===== config.mk =====
export PLATFORM = sky130hd
export DESIGN_NAME = fetch_stage
export DESIGN_NICKNAME = d
export VERILOG_FILES = /design/src/rtl/cpu_pkg.sv /design/src/rtl/fetch_stage.sv
export SDC_FILE = /design/constraint.sdc
export NUM_CORES = 1
export LEC_CHECK = 0
export BUFFER_PORTS_ARGS = -buffer_cell sky130_fd_sc_hd__buf_2
export CAP_MARGIN = 30
export CORE_ASPECT_RATIO = 1.1
export CORE_MARGIN = 1
export CORE_UTILIZATION = 35
export DETAILED_ROUTE_END_ITERATION = 6
export SYNTH_ARGS = -nofsm -noshare
export SYNTH_HDL_FRONTEND = slang
export SYNTH_SLANG_ARGS = --single-unit

===== constraint.sdc =====
create_clock -name clk -period 2.95 [get_ports clk]
set_input_delay 0.1475 -clock clk [delete_from_list [all_inputs] [get_ports clk]]
set_output_delay 0.1475 -clock clk [all_outputs]
set_load 0.005 [all_outputs]

===== src/rtl/cpu_pkg.sv =====
// Shared core-wide constants and types for the RV32 pipeline.
package cpu_pkg;

  localparam int          XLEN             = 32;
  localparam logic [31:0] NOP_INSTR        = 32'h0000_0013;
  localparam logic [31:0] HALT_INSTR       = 32'hFFFF_FFFF;
  localparam logic [31:0] RESET_PC_DEFAULT = 32'h0000_0000;

  // What the fetch stage does this cycle, in priority order.
  typedef enum logic [1:0] {
    ACT_REDIRECT = 2'd0,
    ACT_STALL    = 2'd1,
    ACT_HALTED   = 2'd2,
    ACT_FETCH    = 2'd3
  } fetch_action_e;

  // Force a byte address onto a word boundary.
  function automatic logic [XLEN-1:0] align_word(input logic [XLEN-1:0] addr);
    return addr & 32'hFFFF_FFFC;
  endfunction

endpackage


===== src/rtl/fetch_stage.sv =====
// Instruction-fetch stage: owns the PC, addresses the instruction ROM and
// loads the IF/ID pipeline register. Handles stalls, EX redirects and halt.
module fetch_stage
  import cpu_pkg::*;
#(
  parameter int          ADDR_W   = 5,
  parameter logic [31:0] RESET_PC = RESET_PC_DEFAULT
) (
  input  logic              clk,
  input  logic              rst_n,
  output logic [ADDR_W-1:0] imem_addr,
  input  logic [31:0]       imem_instr,
  input  logic              stall,
  input  logic              redirect_valid,
  input  logic [31:0]       redirect_pc,
  output logic              id_valid,
  output logic [31:0]       id_pc,
  output logic [31:0]       id_pc_plus4,
  output logic [31:0]       id_instr,
  output logic              halted,
  output logic [31:0]       fetch_count
);

  logic [31:0]   pc;
  logic [31:0]   pc_plus4;
  fetch_action_e action;

  logic [31:0]   pc_next;
  logic          halted_next;
  logic          id_valid_next;
  logic [31:0]   id_pc_next;
  logic [31:0]   id_pc_plus4_next;
  logic [31:0]   id_instr_next;
  logic [31:0]   fetch_count_next;

  // ROM index comes straight from the registered PC; fetch wraps around the ROM.
  assign imem_addr = pc[ADDR_W+1:2];
  assign pc_plus4  = pc + 32'd4;

  // Pick this cycle's action: redirect beats stall beats halted beats fetch.
  always_comb begin
    action = ACT_FETCH;
    if (redirect_valid) begin
      action = ACT_REDIRECT;
    end else if (stall) begin
      action = ACT_STALL;
    end else if (halted) begin
      action = ACT_HALTED;
    end
  end

  // Compute next PC, halt flag, IF/ID contents and counter for the chosen action.
  always_comb begin
    pc_next          = pc;
    halted_next      = halted;
    id_valid_next    = id_valid;
    id_pc_next       = id_pc;
    id_pc_plus4_next = id_pc_plus4;
    id_instr_next    = id_instr;
    fetch_count_next = fetch_count;
    unique case (action)
      ACT_REDIRECT: begin
        pc_next       = align_word(redirect_pc);
        halted_next   = 1'b0;
        id_valid_next = 1'b0;
        id_instr_next = NOP_INSTR;
      end
      ACT_STALL: begin
      end
      ACT_HALTED: begin
        id_valid_next = 1'b0;
        id_instr_next = NOP_INSTR;
      end
      ACT_FETCH: begin
        id_valid_next    = 1'b1;
        id_pc_next       = pc;
        id_pc_plus4_next = pc_plus4;
        id_instr_next    = imem_instr;
        fetch_count_next = fetch_count + 32'd1;
        if (imem_instr == HALT_INSTR) begin
          halted_next = 1'b1;
        end else begin
          pc_next = pc_plus4;
        end
      end
      default: begin
      end
    endcase
  end

  // State registers; reset wipes PC, halt, IF/ID and the counter immediately.
  always_ff @(posedge clk or negedge rst_n) begin
    if (!rst_n) begin
      pc          <= RESET_PC;
      halted      <= 1'b0;
      id_valid    <= 1'b0;
      id_pc       <= 32'd0;
      id_pc_plus4 <= 32'd0;
      id_instr    <= NOP_INSTR;
      fetch_count <= 32'd0;
    end else begin
      pc          <= pc_next;
      halted      <= halted_next;
      id_valid    <= id_valid_next;
      id_pc       <= id_pc_next;
      id_pc_plus4 <= id_pc_plus4_next;
      id_instr    <= id_instr_next;
      fetch_count <= fetch_count_next;
    end
  end

endmodule


==> Word level (Yosys, flattened, before mapping) <==
Cells that the tools add are included.
{ "op_classes": {"n_addsub": 2, "n_reduce_logical": 6, "n_mux": 9, "eq_ne": 5} }
{ "op_table": {"columns": ["cell", "count"], "rows": [
  ["32-bit case mux with 2 select lines", 2],
  ["32-bit by 1-bit adder with 32-bit output (second input constant)", 1],
  ["32-bit by 3-bit adder with 32-bit output (second input constant)", 1],
  ["32-bit == test (second input constant)", 1],
  ["32-bit two-way mux", 1],
  ["2-bit == test (second input constant)", 2],
  ["2-bit two-way mux", 2],
  ["2-bit inequality test (second input constant)", 2],
  ["1-bit case mux with 2 select lines", 2],
  ["2-bit AND reduction", 2],
  ["2-bit nonzero test", 2],
  ["2-bit zero test", 1],
  ["1-bit two-way mux", 2],
  ["2-bit OR reduction", 1]
]} }
{ "totals": {"reg_bits": 162, "inputBits": 68} }

==> Logic depth before layout (Yosys ltp) <==
Gate-level depths: netlist (run 1).
{ "depth": {"word_depth": 6, "depth_mapped": 8, "mapped_depth_nobuf": 6} }

==> Worst setup path after synthesis (run 1) <==
Ideal clock, no wire load.
{ "synth_timing": {"path_kind": "register to register", "from": "reg halted", "to": "reg pc[26]", "path_stages_with_launch": 6, "t_required_ps": 2824, "arrival_ps": 2042, "synth_period_minus_slack_ps": 2168, "path_slack_ps": 782, "setup_ps": 126, "path_cell_list": "dfrtp_1 > or2_2 > or4_1 > a2111oi_0 > nor3b_1 > a221o_1"} }
{ "synth_via": {"elab_chain_cells": 6, "word_cells_on_any_way": 9} }
{ "synth_rtl": {"columns": ["item", "line", "rtl"], "rows": [
  ["start: declaration", "fetch_stage.sv:20", "output logic halted,"],
  ["start signal: assignment", "fetch_stage.sv:103", "halted <= halted_next;"],
  ["1-bit two-way mux *", "fetch_stage.sv:47", "end else if (halted) begin"],
  ["2-bit two-way mux *", "fetch_stage.sv:45", "end else if (stall) begin"],
  ["2-bit two-way mux *", "fetch_stage.sv:43", "if (redirect_valid) begin"],
  ["2-bit == test or 2-bit zero test (tied branches)", "fetch_stage.sv:61", "unique case (action)"],
  ["2-bit inequality test (no line) or 2-bit nonzero test (tied branches)", null, null],
  ["2-bit AND reduction (no line)", null, null],
  ["end signal: assignment", "fetch_stage.sv:102", "pc <= pc_next;"],
  ["end: declaration", "fetch_stage.sv:24", "logic [31:0] pc;"]
]} }
Mark *: on every way between the ends. The rest lies on a longest branch, timed or not.
A chain may end at the register's enable or synchronous reset.

==> Worst setup path in the final report (run 1) <==
Ends and elaborated chain as after synthesis.

==> flow_metrics.env, run 1 <==
export IMPL_status="finished, final reports clean"
export IMPL_max_stage_delay_ns=0.55
export IMPL_ant_nets=0
export IMPL_finalClockSkew_ns=0.00850
export IMPL_synth_seq_cells=156
export IMPL_syn_inst=727
export IMPL_min_to="pc[27]"
export IMPL_cts_buffer_depth=2
export IMPL_yosys_warnings=0
export IMPL_r2r_cells=5
export IMPL_ir_drop_v=0.000380
export IMPL_syn_to_final_growth_pct=31.1
export IMPL_crit_required_ns=3.25
export IMPL_cellLeakagePower_nw=4.57
export IMPL_routed_wl_um=19500
export IMPL_cpMaxStageDelayCell="or4_1"
export IMPL_post_route_period_util_pct=83.6
export IMPL_clock_sinks=156
export IMPL_antenna_found_initial=1
export IMPL_cts_setup_buffers=0
export IMPL_r2r_end="pc[26]"
export IMPL_placedCellCount=1131
export IMPL_numPortBuffers=196
export IMPL_ys_types=53
export IMPL_synthArstFlopShare_pct=100
export IMPL_clkPwrFrac_pct=38.3
export IMPL_num_io_pins=203
export IMPL_routed_via_density=4.95
export IMPL_swShare_pct=26.6
export IMPL_worst_pin_slew_ns=0.933
export IMPL_std_cell_rows=54
export IMPL_power_density_nw_per_um2=578
export IMPL_whs_ns=0.0142
export IMPL_finalCriticalPeriod_ns=2.47
export IMPL_drv_slew=0
export IMPL_fin_setup_tns_ns=0
export IMPL_nFillCells=1890
export IMPL_setup_violations=0
export IMPL_internal_power_mw=4.04
export IMPL_final_area_um2=9510
export IMPL_grt_pass1_vias=6019
export IMPL_worstPathCellList="or2_2 > or4_1 > a2111oi_0 > nor3b_1 > a221o_1"
export IMPL_start_util_pct=36.2
export IMPL_grt_max_degree=95
export IMPL_finalHoldViolCount=0
export IMPL_min_path_type="input port to flip-flop"
export IMPL_rrSetupSlack_ns=0.48
export IMPL_whs_path_depth=3
export IMPL_p_switching_mw=1.46
export IMPL_pre_cts_ws_ns=0.507
export IMPL_cp_max_fo=13
export IMPL_cts_tree="yes"
export IMPL_drt_initial_drc_count=265
export IMPL_dr_pass1_iters=4
export IMPL_fp_dieW_um=139
export IMPL_place_congestion=0.770
export IMPL_worst_slack_ns=0.484
export IMPL_wl_per_cell_um=16.1
export IMPL_synth_seq_area_share_pct=53.9
export IMPL_htreeDepth=4
export IMPL_insertion_delay_ns=0.42
export IMPL_maxCapViolCount=0
export IMPL_cp_arrival_ns=2.76
export IMPL_num_vias=5993
export IMPL_grt_remaining_overflow=0
export IMPL_r2r_start="halted"
export IMPL_hpwl_um=13000
export IMPL_track_usage_pct=19.1
export IMPL_drc=0
export IMPL_power_total_mw=5.50
export IMPL_stdcell_count=1211
export IMPL_layout_drive_gt1_share_pct=26.5
export IMPL_utilization_pct=47.4
export IMPL_postSynthAreaPerCell_um2=9.98
export IMPL_grt_pass1_wl_um=32100
export IMPL_die_area_um2=21300
export IMPL_synthFlopType="dfrtp_1"
export IMPL_cts_made_buffers=17
export IMPL_min_from="redirect_pc[27]"
export IMPL_core_um2=20100
export IMPL_postPlaceCellArea_um2=8440
export IMPL_worstSetupPathType="flip-flop to flip-flop"
export IMPL_seqPwrFrac_pct=46.8
export IMPL_crit_path_start_kind="flip-flop"
export IMPL_nets=1020
export IMPL_netlist_area_um2=7260
export IMPL_fmax_mhz=405
export IMPL_end_kind="flip-flop"
export IMPL_clk_pin_slew_ns=0.06
export IMPL_synth_edf_count=0
export IMPL_combinationalPowerShare_pct=14.8
export IMPL_cts_root_buf="clkbuf_16"
export IMPL_die_h_um=153
export IMPL_grt_setup_unrepaired="no"
export IMPL_slew_headroom_pct=37.8
## critical path, delay by kind of cell, from the launching register on
family	cells	cell delay [ns]
simple gates	3	1.09
compound gates	2	0.83
flops	1	0.43
## how the worst max path moves through the flow
stage / startpoint / endpoint / slack (ns) / depth (start not counted)
final: halted / pc[26] / 0.48 / 5
after global routing: halted / pc[26] / 0.38 / 5
after CTS: halted / pc[26] / 0.49 / 5
after detailed placement: halted / pc[26] / 0.51 / 5
after global placement: halted / pc[26] / 0.55 / 5
after floorplan: halted / pc[26] / 0.78 / 5
## routing by layer
layer	GRT usage, %	part of all wire (%)	vias up
met5	0	0	-
met4	6.93	1.5	0
met3	3.41	4.3	20
met2	31.3	47	168
met1	25.3	47	2848
li1	-	-	2957
## layout by cell type, fill, tap and decap left out, types with 4 or more instances in the layout
cell type	Yosys	routed
buf_2	6	195
nand2_1	161	161
dfrtp_1	153	153
dlygate4sd3_1	0	52
xnor2_1	48	48
o21ai_0	42	42
a22o_1	31	31
nand3_1	27	27
xor2_1	21	21
nand4_1	19	19
clkbuf_16	0	17
and3_1	16	16
nor2_1	15	14
a211oi_1	12	12
nand2b_1	11	11
nor3_1	10	10
nor2b_1	10	10
buf_4	11	10
or3_1	9	8
inv_1	5	5
a22oi_1	5	5
or2_2	4	4
or4b_1	4	4
nor3b_1	4	4
o31a_1	4	4
a2111oi_0	4	4
a21oi_1	5	4
conb_1	1	4
## cells by family after synthesis
family / synth area share, %
buffers and inverters: 4.10
other: 0.0517
adder cells (fa/ha/maj): 0.345
flip-flops: 53.9
AND/OR/NAND/NOR: 21.6
AO/OA/AOI/OAI: 11.3
XOR/XNOR: 8.33
multiplexers: 0.414
## area by class of cell
type                       count  area, um^2  share of cell area [%]
clock buffer                  20         457                    4.80
clock inverter                 7        95.1                    1.00
tap                          252         315                    3.32
antenna                        1        2.50                  0.0263
inverter                       5        18.8                   0.197
timing repair buffer         260        1620                    17.1
multi-input combinational    510        3090                    32.5
sequential                   156        3910                    41.1
## synthesized netlist by cell type (4+ instances only)
master	instances	area, um^2
a2111oi_0	4	35.0
a211oi_1	12	90.1
a21oi_1	5	25.0
a22o_1	31	272
a22oi_1	5	37.5
and3_1	16	100
buf_2	6	30.0
buf_4	11	82.6
clkbuf_1	39	146
dfrtp_1	153	3830
inv_1	5	18.8
nand2_1	161	604
nand2b_1	11	68.8
nand3_1	27	135
nand4_1	19	119
nor2_1	15	56.3
nor2b_1	10	62.6
nor3_1	10	50.1
nor3b_1	4	30.0
nor4_1	5	31.3
o21ai_0	42	210
o31a_1	4	35.0
or2_2	4	25.0
or3_1	9	56.3
or4b_1	4	40.0
xnor2_1	48	420
xor2_1	21	184
## sequential cells by signal (all words and copies together) (netlist names)
name and cells:
fetch_count 32, id_valid 1, id_pc_plus4 30, id_instr 32
pc 30, id_pc 30, halted 1
## power groups by stage
stage	combinational, mW	clock, mW	sequential [mW]
floorplan	0.401	0	2.58
global placement	0.764	0	2.61
detailed placement	0.775	0	2.61
CTS	0.830	2.17	2.58
global route	0.923	2.27	2.62
finish	0.815	2.11	2.58
## repair_timing
action / in CTS / in global routing
gates resized for setup: 0 / 0
hold endpoints to repair: 123 / 0
hold buffers: 52 / 0
Power figures use the tool's default switching activity.
==> run 2: changes to the inputs <==
- clock period: 2.95 -> 2.2 ns (I/O delays scaled with it)
==> run 2 against run 1 <==
  * Register-to-register slack got worse by 0.37 ns
  * Clock power up 51%
  * Worst hold slack improved by 0.0069 ns
  * Clock skew hardly changed
  * Largest power group unchanged
==> flow_metrics.env, run 2 (synthesis gave the netlist of run 1 again) <==
export IMPL_routed_via_density=4.93
export IMPL_min_to="pc[28]"
export IMPL_min_path_type="input port to flip-flop"
export IMPL_rrSetupSlack_ns=0.11
export IMPL_worst_pin_slew_ns=0.878
export IMPL_status="finished, final reports clean"
export IMPL_top_regs="fetch_count x32, id_instr x32"
export IMPL_antenna_found_initial=1
export IMPL_track_usage_pct=19.7
export IMPL_grt_pass1_wl_um=32900
export IMPL_maxCapViolCount=0
export IMPL_post_route_period_util_pct=94.9
export IMPL_multi_input_area_um2=3140
export IMPL_finalCriticalPeriod_ns=2.09
export IMPL_internal_power_mw=5.74
export IMPL_worstPathCellList="ha_1 > and3_1 > nand2_2 > or4b_4 > or4b_1 > nand3_1"
export IMPL_drt_initial_drc_count=317
export IMPL_finalHoldViolCount=0
export IMPL_min_from="redirect_pc[28]"
export IMPL_drc=0
export IMPL_cts_root_buf="clkbuf_16"
export IMPL_ir_drop_v=0.000495
export IMPL_num_vias=6223
export IMPL_final_cell_mix="buf_2 (195), nand2_1 (160), dfrtp_1 (151), dlygate4sd3_1 (55), buf_4 (49)"
export IMPL_power_total_mw=7.83
export IMPL_nFillCells=1878
export IMPL_dr_pass1_iters=4
export IMPL_r2r_cells=6
export IMPL_drv_slew=0
export IMPL_start_util_pct=36.2
export IMPL_clock_sinks=156
export IMPL_crit_start="pc[2]"
export IMPL_cp_top_family="simple AND/OR/NAND/NOR gates"
export IMPL_path_buf_inv=0
export IMPL_power_density_nw_per_um2=782
export IMPL_crit_path_start_kind="flip-flop"
export IMPL_cts_tree="yes"
export IMPL_die_h_um=153
export IMPL_p_switching_mw=2.09
export IMPL_seqPwrFrac_pct=43.4
export IMPL_crit_required_ns=2.56
export IMPL_cpMaxStageDelayCell="or4b_4"
export IMPL_grt_max_degree=95
export IMPL_r2r_end="pc[30]"
export IMPL_r2r_start="pc[2]"
export IMPL_grt_pass1_vias=6311
export IMPL_cp_arrival_ns=2.44
export IMPL_hpwl_um=13600
export IMPL_core_um2=20100
export IMPL_clk_pin_slew_ns=0.07
export IMPL_grt_setup_unrepaired="no"
export IMPL_fp_dieW_um=139
export IMPL_std_cell_rows=54
export IMPL_wl_per_cell_um=15.8
export IMPL_place_congestion=0.787
export IMPL_syn_to_final_growth_pct=38.0
export IMPL_regArea_um2=3910
export IMPL_grt_remaining_overflow=0
export IMPL_layout_commonest_cell="buf_2"
export IMPL_end_kind="flip-flop"
export IMPL_nets=1065
export IMPL_num_io_pins=203
export IMPL_combinationalPowerShare_pct=15.9
export IMPL_cts_made_buffers=17
export IMPL_htreeDepth=4
export IMPL_layout_drive_gt1_share_pct=30.6
export IMPL_ant_nets=0
export IMPL_finalClockSkew_ns=0.00876
export IMPL_insertion_delay_ns=0.42
export IMPL_die_area_um2=21300
export IMPL_cts_buffer_depth=2
export IMPL_worstSetupPathType="flip-flop to flip-flop"
export IMPL_setup_violations=0
export IMPL_swShare_pct=26.7
export IMPL_fin_setup_tns_ns=0
export IMPL_routed_wl_um=20000
export IMPL_cp_max_fo=3
export IMPL_fmax_mhz=479
export IMPL_cellLeakagePower_nw=4.84
export IMPL_slew_headroom_pct=41.5
export IMPL_whs_path_depth=3
export IMPL_max_stage_delay_ns=0.57
export IMPL_clkPwrFrac_pct=40.6
export IMPL_numPortBuffers=196
## run 2: changes by cell type in the layout (fill, tap and decap cells not counted), sizes merged
cell / change
buf: +42
dlygate4sd3: +3
inv: +3
bufinv: +2
clkinv: -2
clkinvlp: +2
## run 2: cell type report
class	count	share of cell area, %
sequential	156	39.1
multi-input combinational	510	31.3
timing repair buffer	305	19.9
clock buffer	20	4.46
tap	252	3.15
clock inverter	12	1.86
inverter	5	0.187
antenna	1	0.0250
## run 2: repair_timing
action / CTS / global route
setup endpoints to repair: 0 / 10
hold buffers: 55 / 0
endpoints found under the hold margin: 120 / 0
buffers inserted: 0 / 1
resized for setup: 0 / 13
## run 2: worst min-delay path: stages
cell,delay (ns)
buf_2,0.08
nand2b_1,0.10
o31a_1,0.12
## run 2: worst max path at each step
stage | to | slack [ns] | cells after the start
3_5_place_dp | pc[26] | 0.03 | 6
3_3_place_gp | pc[26] | 0.03 | 6
5_1_grt | pc[19] | 0.01 | 6
6_report | pc[30] | 0.11 | 6
2_1_floorplan | pc[26] | 0.03 | 5
4_1_cts | pc[26] | 0.02 | 6
## run 2: metal layers
metal / share of wire [%] / vias to the layer above / wire, um / track usage, %
li1: - / 3053 / - / -
met1: 46 / 2972 / 9150 / 25.6
met2: 48 / 173 / 9540 / 32.2
met3: 4.4 / 25 / 881 / 3.63
met4: 2.1 / 0 / 417 / 7.94
met5: 0 / - / 0 / 0
## run 2: through the flow
step / hold slack (ns) / instances / utilization (%) / worst slack, ns / cell area (um^2)
after floorplan: -0.186 / 730 / - / 0.0324 / 7270
after global placement: 0.201 / 1172 / 43.7 / 0.0332 / 8770
after detailed placement: 0.198 / 1172 / 43.7 / 0.0282 / 8770
after CTS: 0.000338 / 1259 / 49.6 / 0.0167 / 9950
after global routing: 0.0244 / 1261 / 49.9 / 0.0122 / 10000
final: 0.0211 / 1261 / 49.9 / 0.111 / 10000
## run 2: power groups by stage
stage	Combinational (mW)	Sequential, mW	Clock, mW
CTS	1.26	3.40	3.28
finish	1.25	3.40	3.18
global placement	1.18	3.44	0
floorplan	0.538	3.45	0
global route	1.40	3.45	3.40
detailed placement	1.18	3.45	0
